**config.mk**
```make
export PLATFORM = sky130hd
export DESIGN_NAME = sram_ctrlr_flat
export DESIGN_NICKNAME = d
export VERILOG_FILES = /design/src/rtl/sram_ctrlr_if.sv /design/src/rtl/sram_ctrlr.sv /design/src/flat_wrapper.sv
export SDC_FILE = /design/constraint.sdc
export NUM_CORES = 1
export LEC_CHECK = 0
export ABC_CLOCK_PERIOD_IN_PS = 4200
export CORE_ASPECT_RATIO = 0.75
export CORE_UTILIZATION = 35
export CTS_BUF_LIST = sky130_fd_sc_hd__clkbuf_8
export DETAILED_ROUTE_END_ITERATION = 12
export GPL_TIMING_DRIVEN = 0
export PLACE_DENSITY = 0.77
export SLEW_MARGIN = 20
export SYNTH_ARGS = -nofsm -noshare
export SYNTH_HDL_FRONTEND = slang
export SYNTH_SLANG_ARGS = --single-unit
export TNS_END_PERCENT = 10
```
**constraint.sdc**
```tcl
create_clock -name clk -period 4.2 [get_ports clk]
set_input_delay 0.84 -clock clk [delete_from_list [all_inputs] [get_ports clk]]
set_output_delay 0.84 -clock clk [all_outputs]
set_load 0.01 [all_outputs]
```
**src/rtl/sram_ctrlr_if.sv**
```systemverilog
// Request/response bundle between the SRAM arbiter (master) and one bank controller (slave).
// The byte-lane enable field exists only when SRAM_CTRLR_BYTE_EN is defined.
interface sram_ctrlr_if;
    logic        mem;
    logic        rw;
    logic [15:0] din;
    logic [19:0] adr;
`ifdef SRAM_CTRLR_BYTE_EN
    logic [1:0]  be;
`endif
    logic        ready;
    logic [15:0] dout;

`ifdef SRAM_CTRLR_BYTE_EN
    modport master (output mem, rw, din, adr, be, input ready, dout);
    modport slave  (input mem, rw, din, adr, be, output ready, dout);
`else
    modport master (output mem, rw, din, adr, input ready, dout);
    modport slave  (input mem, rw, din, adr, output ready, dout);
`endif
endinterface

```
**src/rtl/sram_ctrlr.sv**
```systemverilog
// Async 16-bit x 1M SRAM bank controller; every SRAM pin and the handshake are registered.
// Optional byte lanes: define SRAM_CTRLR_BYTE_EN to add req_if.be (bit1 upper, bit0 lower).
module sram_ctrlr #(
    parameter int unsigned WAIT_CYC = 2
) (
    input  logic        clk,
    input  logic        rst_n,
    sram_ctrlr_if.slave req_if,
    output logic [19:0] o_sram_adr,
    output logic [15:0] o_sram_dq,
    output logic        o_sram_dq_oe,
    input  logic [15:0] i_sram_dq,
    output logic        o_sram_ce_n,
    output logic        o_sram_oe_n,
    output logic        o_sram_we_n,
    output logic        o_sram_ub_n,
    output logic        o_sram_lb_n
);
    typedef enum logic [2:0] {IDLE, READ, WSETUP, WPULSE, WHOLD} state_t;

    localparam logic [3:0] CNT_LOAD = 4'(WAIT_CYC - 1);

    state_t      state_q, state_d;
    logic [3:0]  cnt_q, cnt_d;
    logic [19:0] adr_q, adr_d;
    logic [15:0] dq_q, dq_d;
    logic [15:0] dout_q, dout_d;
    logic        ready_q, ready_d;
    logic        dq_oe_q, dq_oe_d;
    logic        ce_n_q, ce_n_d;
    logic        oe_n_q, oe_n_d;
    logic        we_n_q, we_n_d;
    logic        ub_n_q, ub_n_d;
    logic        lb_n_q, lb_n_d;
    logic [1:0]  lane_n;

    // Lane strobes are registered at acceptance and held, so they double as the latched be.
`ifdef SRAM_CTRLR_BYTE_EN
    assign lane_n = ~req_if.be;
`else
    assign lane_n = 2'b00;
`endif

    always_comb begin
        state_d = state_q;
        cnt_d   = cnt_q;
        adr_d   = adr_q;
        dq_d    = dq_q;
        dout_d  = dout_q;
        ready_d = ready_q;
        dq_oe_d = dq_oe_q;
        ce_n_d  = ce_n_q;
        oe_n_d  = oe_n_q;
        we_n_d  = we_n_q;
        ub_n_d  = ub_n_q;
        lb_n_d  = lb_n_q;
        case (state_q)
            IDLE: begin
                if (req_if.mem) begin
                    adr_d   = req_if.adr;
                    ready_d = 1'b0;
                    ce_n_d  = 1'b0;
                    ub_n_d  = lane_n[1];
                    lb_n_d  = lane_n[0];
                    if (req_if.rw) begin
                        state_d = READ;
                        oe_n_d  = 1'b0;
                        cnt_d   = CNT_LOAD;
                    end else begin
                        state_d = WSETUP;
                        dq_d    = req_if.din;
                        dq_oe_d = 1'b1;
                    end
                end
            end
            READ: begin
                if (cnt_q == 4'd0) begin
                    state_d = IDLE;
                    dout_d  = i_sram_dq;
                    ready_d = 1'b1;
                    ce_n_d  = 1'b1;
                    oe_n_d  = 1'b1;
                    ub_n_d  = 1'b1;
                    lb_n_d  = 1'b1;
                end else begin
                    cnt_d = cnt_q - 4'd1;
                end
            end
            WSETUP: begin
                state_d = WPULSE;
                we_n_d  = 1'b0;
                cnt_d   = CNT_LOAD;
            end
            WPULSE: begin
                if (cnt_q == 4'd0) begin
                    state_d = WHOLD;
                    we_n_d  = 1'b1;
                end else begin
                    cnt_d = cnt_q - 4'd1;
                end
            end
            WHOLD: begin
                state_d = IDLE;
                ready_d = 1'b1;
                dq_oe_d = 1'b0;
                ce_n_d  = 1'b1;
                ub_n_d  = 1'b1;
                lb_n_d  = 1'b1;
            end
            default: begin
                state_d = IDLE;
                ready_d = 1'b1;
                dq_oe_d = 1'b0;
                ce_n_d  = 1'b1;
                oe_n_d  = 1'b1;
                we_n_d  = 1'b1;
                ub_n_d  = 1'b1;
                lb_n_d  = 1'b1;
            end
        endcase
    end

    always_ff @(posedge clk or negedge rst_n) begin
        if (!rst_n) begin
            state_q <= IDLE;
            cnt_q   <= 4'd0;
            adr_q   <= 20'd0;
            dq_q    <= 16'd0;
            dout_q  <= 16'd0;
            ready_q <= 1'b1;
            dq_oe_q <= 1'b0;
            ce_n_q  <= 1'b1;
            oe_n_q  <= 1'b1;
            we_n_q  <= 1'b1;
            ub_n_q  <= 1'b1;
            lb_n_q  <= 1'b1;
        end else begin
            state_q <= state_d;
            cnt_q   <= cnt_d;
            adr_q   <= adr_d;
            dq_q    <= dq_d;
            dout_q  <= dout_d;
            ready_q <= ready_d;
            dq_oe_q <= dq_oe_d;
            ce_n_q  <= ce_n_d;
            oe_n_q  <= oe_n_d;
            we_n_q  <= we_n_d;
            ub_n_q  <= ub_n_d;
            lb_n_q  <= lb_n_d;
        end
    end

    assign req_if.ready = ready_q;
    assign req_if.dout  = dout_q;
    assign o_sram_adr   = adr_q;
    assign o_sram_dq    = dq_q;
    assign o_sram_dq_oe = dq_oe_q;
    assign o_sram_ce_n  = ce_n_q;
    assign o_sram_oe_n  = oe_n_q;
    assign o_sram_we_n  = we_n_q;
    assign o_sram_ub_n  = ub_n_q;
    assign o_sram_lb_n  = lb_n_q;
endmodule

```
**src/flat_wrapper.sv**
```systemverilog
// flat-port wrapper written by rule: the top's interface ports become plain ports
module sram_ctrlr_flat 
#(
    parameter int unsigned WAIT_CYC = 2
)
  (clk, rst_n, o_sram_adr, o_sram_dq, o_sram_dq_oe, i_sram_dq, o_sram_ce_n, o_sram_oe_n, o_sram_we_n, o_sram_ub_n, o_sram_lb_n, req_if_mem, req_if_rw, req_if_din, req_if_adr, req_if_ready, req_if_dout);
  sram_ctrlr_if req_if_i ();
  input  logic clk;
  input  logic rst_n;
  output logic [19:0] o_sram_adr;
  output logic [15:0] o_sram_dq;
  output logic o_sram_dq_oe;
  input  logic [15:0] i_sram_dq;
  output logic o_sram_ce_n;
  output logic o_sram_oe_n;
  output logic o_sram_we_n;
  output logic o_sram_ub_n;
  output logic o_sram_lb_n;
  input wire logic [$bits(req_if_i.mem)-1:0] req_if_mem;
  input wire logic [$bits(req_if_i.rw)-1:0] req_if_rw;
  input wire logic [$bits(req_if_i.din)-1:0] req_if_din;
  input wire logic [$bits(req_if_i.adr)-1:0] req_if_adr;
  output wire logic [$bits(req_if_i.ready)-1:0] req_if_ready;
  output wire logic [$bits(req_if_i.dout)-1:0] req_if_dout;
  assign req_if_i.mem = req_if_mem;
  assign req_if_i.rw = req_if_rw;
  assign req_if_i.din = req_if_din;
  assign req_if_i.adr = req_if_adr;
  assign req_if_ready = req_if_i.ready;
  assign req_if_dout = req_if_i.dout;
  sram_ctrlr #(.WAIT_CYC(WAIT_CYC)) u_core (.clk(clk), .rst_n(rst_n), .req_if(req_if_i), .o_sram_adr(o_sram_adr), .o_sram_dq(o_sram_dq), .o_sram_dq_oe(o_sram_dq_oe), .i_sram_dq(i_sram_dq), .o_sram_ce_n(o_sram_ce_n), .o_sram_oe_n(o_sram_oe_n), .o_sram_we_n(o_sram_we_n), .o_sram_ub_n(o_sram_ub_n), .o_sram_lb_n(o_sram_lb_n));
endmodule
```
==> report_table.html <==
<table>
<tr><th>Metric</th><th>Value</th></tr>
<tr><th colspan="2">Clock tree</th></tr>
<tr><td>Total of cells resized after clock tree synthesis</td><td>0</td></tr>
<tr><td>Total CTS buffers</td><td>9</td></tr>
<tr><td>Clk_lat worst skew</td><td>0.34 ns</td></tr>
<tr><td>Number of buffers on the longest clock path</td><td>2</td></tr>
<tr><td>Post-CTS Setup Repair Bufs</td><td>0</td></tr>
<tr><td>CTS tree</td><td>built</td></tr>
<tr><td>Number of hold buffers added after cts</td><td>0</td></tr>
<tr><td>Number of levels in the clock H-tree</td><td>3</td></tr>
<tr><td>Sinks on the clock net</td><td>63</td></tr>
<tr><td>Clock tree root driver cell</td><td>clkbuf_8</td></tr>
<tr><td>Clock input transition at the sequential cells of the worst setup and hold paths</td><td>0.07 ns</td></tr>
<tr><th colspan="2">Timing</th></tr>
<tr><td>Period minus WS final</td><td>2.40 ns</td></tr>
<tr><td>Final-report setup violation count</td><td>0</td></tr>
<tr><td>Final hold violations</td><td>0</td></tr>
<tr><td>Unrepaired setup endpoints after global routing</td><td>no</td></tr>
<tr><td>Max Slew Vio Count</td><td>0</td></tr>
<tr><td>Worst setup margin</td><td>1.80 ns</td></tr>
<tr><td>Fraction of the cycle the final worst path needs</td><td>57.2%</td></tr>
<tr><td>Worst-case clock skew</td><td>0.00779 ns</td></tr>
<tr><td>Sum of negative setup slack</td><td>0 ns</td></tr>
<tr><td>Transition time at the pin with the least slew margin</td><td>0.407 ns</td></tr>
<tr><td>Max Clk Rate</td><td>0.416 GHz</td></tr>
<tr><td>Slew headroom</td><td>72.8%</td></tr>
<tr><td>Post-route worst hold slack</td><td>0.355 ns</td></tr>
<tr><th colspan="2">GRT</th></tr>
<tr><td>Overall Global Routing Usage</td><td>15.5%</td></tr>
<tr><td>Overflow left after global routing</td><td>0</td></tr>
<tr><td>Number of antenna violations at the first check in global routing</td><td>0</td></tr>
<tr><td>Largest net degree at the start of global routing</td><td>50</td></tr>
<tr><td>Wire length of the first global-routing pass</td><td>9.02 mm</td></tr>
<tr><td>Via count of the first global-routing pass</td><td>1,900</td></tr>
<tr><th colspan="2">Final layout</th></tr>
<tr><td>Area growth from synthesis to final layout</td><td>58.5%</td></tr>
<tr><td>Combined area of the multi-input logic cells</td><td>905 µm²</td></tr>
<tr><td>Fraction of final layout cells with drive strength greater than 1</td><td>28.5%</td></tr>
<tr><td>Commonest non-fill, non-tap cell in the layout</td><td>clkdlybuf4s50_1</td></tr>
<tr><td>Storage cell area</td><td>1580 µm²</td></tr>
<tr><td>Number of inserted diodes</td><td>0</td></tr>
<tr><td>Layout fillers</td><td>597</td></tr>
<tr><td>Most used cells in the layout excluding fill and tap cells</td><td>clkdlybuf4s50_1, dfrtp_1, mux2_2, mux2_4, clkbuf_8</td></tr>
<tr><td>Final Core Density</td><td>58.8%</td></tr>
<tr><td>Number of nets in the layout</td><td>354</td></tr>
<tr><td>Non-filler instance count after layout</td><td>400</td></tr>
<tr><th colspan="2">Die</th></tr>
<tr><td>DIE HEIGHT</td><td>76.4 µm</td></tr>
<tr><td>Total core area</td><td>6960 µm²</td></tr>
<tr><td>Number of core rows</td><td>26</td></tr>
<tr><td>Die Footprint</td><td>7730 µm²</td></tr>
<tr><td>Number of top-level pins</td><td>115</td></tr>
<tr><td>Effective utilization at floorplan</td><td>37.1%</td></tr>
<tr><td>Horiz. Die Dim</td><td>101 µm</td></tr>
<tr><th colspan="2">Drt</th></tr>
<tr><td>Residual antenna-violating net count after detailed routing</td><td>0</td></tr>
<tr><td>Routed WL per cell</td><td>14.1 µm</td></tr>
<tr><td>Vias</td><td>1,838</td></tr>
<tr><td>DRC violation count after routing</td><td>0</td></tr>
<tr><td>Pre-Repair DR Iteration Count</td><td>4</td></tr>
<tr><td>Number of DRC violations after detailed-routing iteration 0</td><td>37</td></tr>
<tr><td>Overall routed net length</td><td>5.63 mm</td></tr>
<tr><td>Average via count per standard cell</td><td>4.60</td></tr>
<tr><th colspan="2">Synthesis</th></tr>
<tr><td>Post-Synthesis Mean Instance Area</td><td>15.1 µm²</td></tr>
<tr><td>Synthesized netlist net count</td><td>228</td></tr>
<tr><td>Post-synth top flop</td><td>dfrtp_1</td></tr>
<tr><td>Yosys warning total</td><td>0</td></tr>
<tr><td>Number of distinct library cells after synthesis</td><td>33</td></tr>
<tr><td>Gate Count Post-Synth</td><td>171</td></tr>
<tr><td>Post-synth design cell area</td><td>2580 µm²</td></tr>
<tr><td>Async SR Flop Fraction</td><td>100%</td></tr>
<tr><td>Sequential fraction of the synthesis area</td><td>61.2%</td></tr>
<tr><td>Synth Register Bits</td><td>63</td></tr>
<tr><td>Number of flops mapped to enable cells by yosys</td><td>0</td></tr>
<tr><th colspan="2">Pwr</th></tr>
<tr><td>Combinational cell fraction of total power</td><td>46.9%</td></tr>
<tr><td>Power per Cell Area</td><td>770 nW/µm²</td></tr>
<tr><td>Internal power</td><td>2210 µW</td></tr>
<tr><td>Switching power summed over all nets</td><td>939 µW</td></tr>
<tr><td>Sw Ratio</td><td>29.8%</td></tr>
<tr><td>Peak supply drop</td><td>0.334 mV</td></tr>
<tr><td>Leakage power figure</td><td>0.00177 µW</td></tr>
<tr><td>Share of total power in sequential cells</td><td>34.5%</td></tr>
<tr><td>Clock network fraction of total power</td><td>18.5%</td></tr>
<tr><th colspan="2">Placement</th></tr>
<tr><td>DP Cell Count</td><td>384</td></tr>
<tr><td>Estimated wirelength of the detail-placed design</td><td>4.05 mm</td></tr>
<tr><td>Buffers on Ports</td><td>114</td></tr>
<tr><td>Place WS</td><td>1.65 ns</td></tr>
<tr><td>Routability congestion estimate</td><td>0.740</td></tr>
<tr><th colspan="2">Worst setup path</th></tr>
<tr><td>Worst setup EP type</td><td>output port</td></tr>
<tr><td>Crit path DAT</td><td>1.56 ns</td></tr>
<tr><td>Launch point of the worst path</td><td>u_core.o_sram_lb_n</td></tr>
<tr><td>Launching element type of the critical path</td><td>flip-flop</td></tr>
<tr><td>Required time of the critical path</td><td>3.36 ns</td></tr>
<tr><td>Critical Setup Path Class</td><td>flip-flop to output port</td></tr>
<tr><td>Launch instance of the worst register-to-register path</td><td>u_core.cnt_q[0]</td></tr>
<tr><td>Maximum net fanout on the critical path</td><td>6</td></tr>
<tr><th colspan="2">Job</th></tr>
<tr><td>Reported max-cap violation count</td><td>0</td></tr>
<tr><th colspan="2">Status</th></tr>
<tr><td>Result of the run</td><td>finished, final reports clean</td></tr>
<tr><th colspan="2">Min path</th></tr>
<tr><td>Class of the tightest hold or removal check</td><td>primary input to async pin</td></tr>
</table>
routing by layer:
metal	vias up	GRT usage (%)	wire, µm
li1	853	-	-
met1	902	19.1	2560
met2	71	23.9	2560
met3	12	6.51	411
met4	0	6.52	95
met5	-	0	0
sequential cells by signal, indices dropped and copies added, names as in the netlist:
signal	count
u_core.cnt_q	4
u_core.o_sram_dq	16
u_core.state_q	3
u_core.o_sram_oe_n	1
u_core.o_sram_adr	20
u_core.o_sram_lb_n	1
u_core.o_sram_we_n	1
u_core.req_if.dout	16
u_core.o_sram_dq_oe	1
worst paths after layout:
kind	to	slack [ns]	cells past startpoint
hold / removal	u_core.state_q[1]	0.36	1
min in group clk	u_core.o_sram_dq[8]	0.50	1
setup reg to reg	u_core.req_if.dout[2]	1.94	7
max in group asynchronous	u_core.o_sram_lb_n	3.31	2
setup / recovery	o_sram_ub_n	1.80	2
hold reg to reg	u_core.o_sram_dq[8]	0.50	1
cell type report:
| class | count | area share [%] |
|---|---|---|
| sequential | 63 | 38.6 |
| timing repair buffer | 115 | 28.5 |
| multi-input combinational | 93 | 22.1 |
| clock buffer | 10 | 3.36 |
| tap | 98 | 3.00 |
| clock inverter | 6 | 2.05 |
| buffer | 11 | 1.99 |
| inverter | 4 | 0.367 |
power groups by stage:
stage / logic, µW / clock network (µW) / registers, µW
finish: 1480 / 584 / 1090
global placement: 1450 / 0 / 1090
floorplan: 606 / 0 / 1220
global route: 1580 / 636 / 1130
CTS: 1500 / 606 / 1090
detailed placement: 1490 / 0 / 1100
synthesized netlist by cell type (all sizes together) (2+ instances only):
library cell	count	area, µm²
o21ai	2	10.0
a22oi	2	15.0
mux2	52	623
nand2	3	11.3
mux2i	2	20.0
o2bb2ai	2	17.5
inv	4	15.0
nor2b	2	12.5
a211oi	2	15.0
buf	9	73.8
dfstp	3	78.8
clkbuf	2	7.51
nor2	6	22.5
nor3	5	25.0
dfrtp	60	1500
a21oi	2	10.0
worst max-delay path, cell delays in order (launching register included):
cell	delay (ns)
dfstp_2	0.58
buf_4	0.12
clkdlybuf4s50_1	0.53
stage by stage:
stage / power (µW) / area (µm²)
6_report: 3150 / 4090
5_1_grt: 3350 / 4090
4_1_cts: 3200 / 4090
3_5_place_dp: 2590 / 3870
3_3_place_gp: 2540 / 3840
2_1_floorplan: 1830 / 2580
cell families (layout without fill, tap and decap cells):
family          Yosys count  after routing  share of synthesized area [%]
flops                    63             63                           61.2
compound gates           14             14                           3.97
simple gates             24             24                           5.67
mux                      54             54                           24.9
buf+inv                  15            146                           3.73
fa+ha+maj                 1              1                          0.485
(Power assumes the default switching activity.)
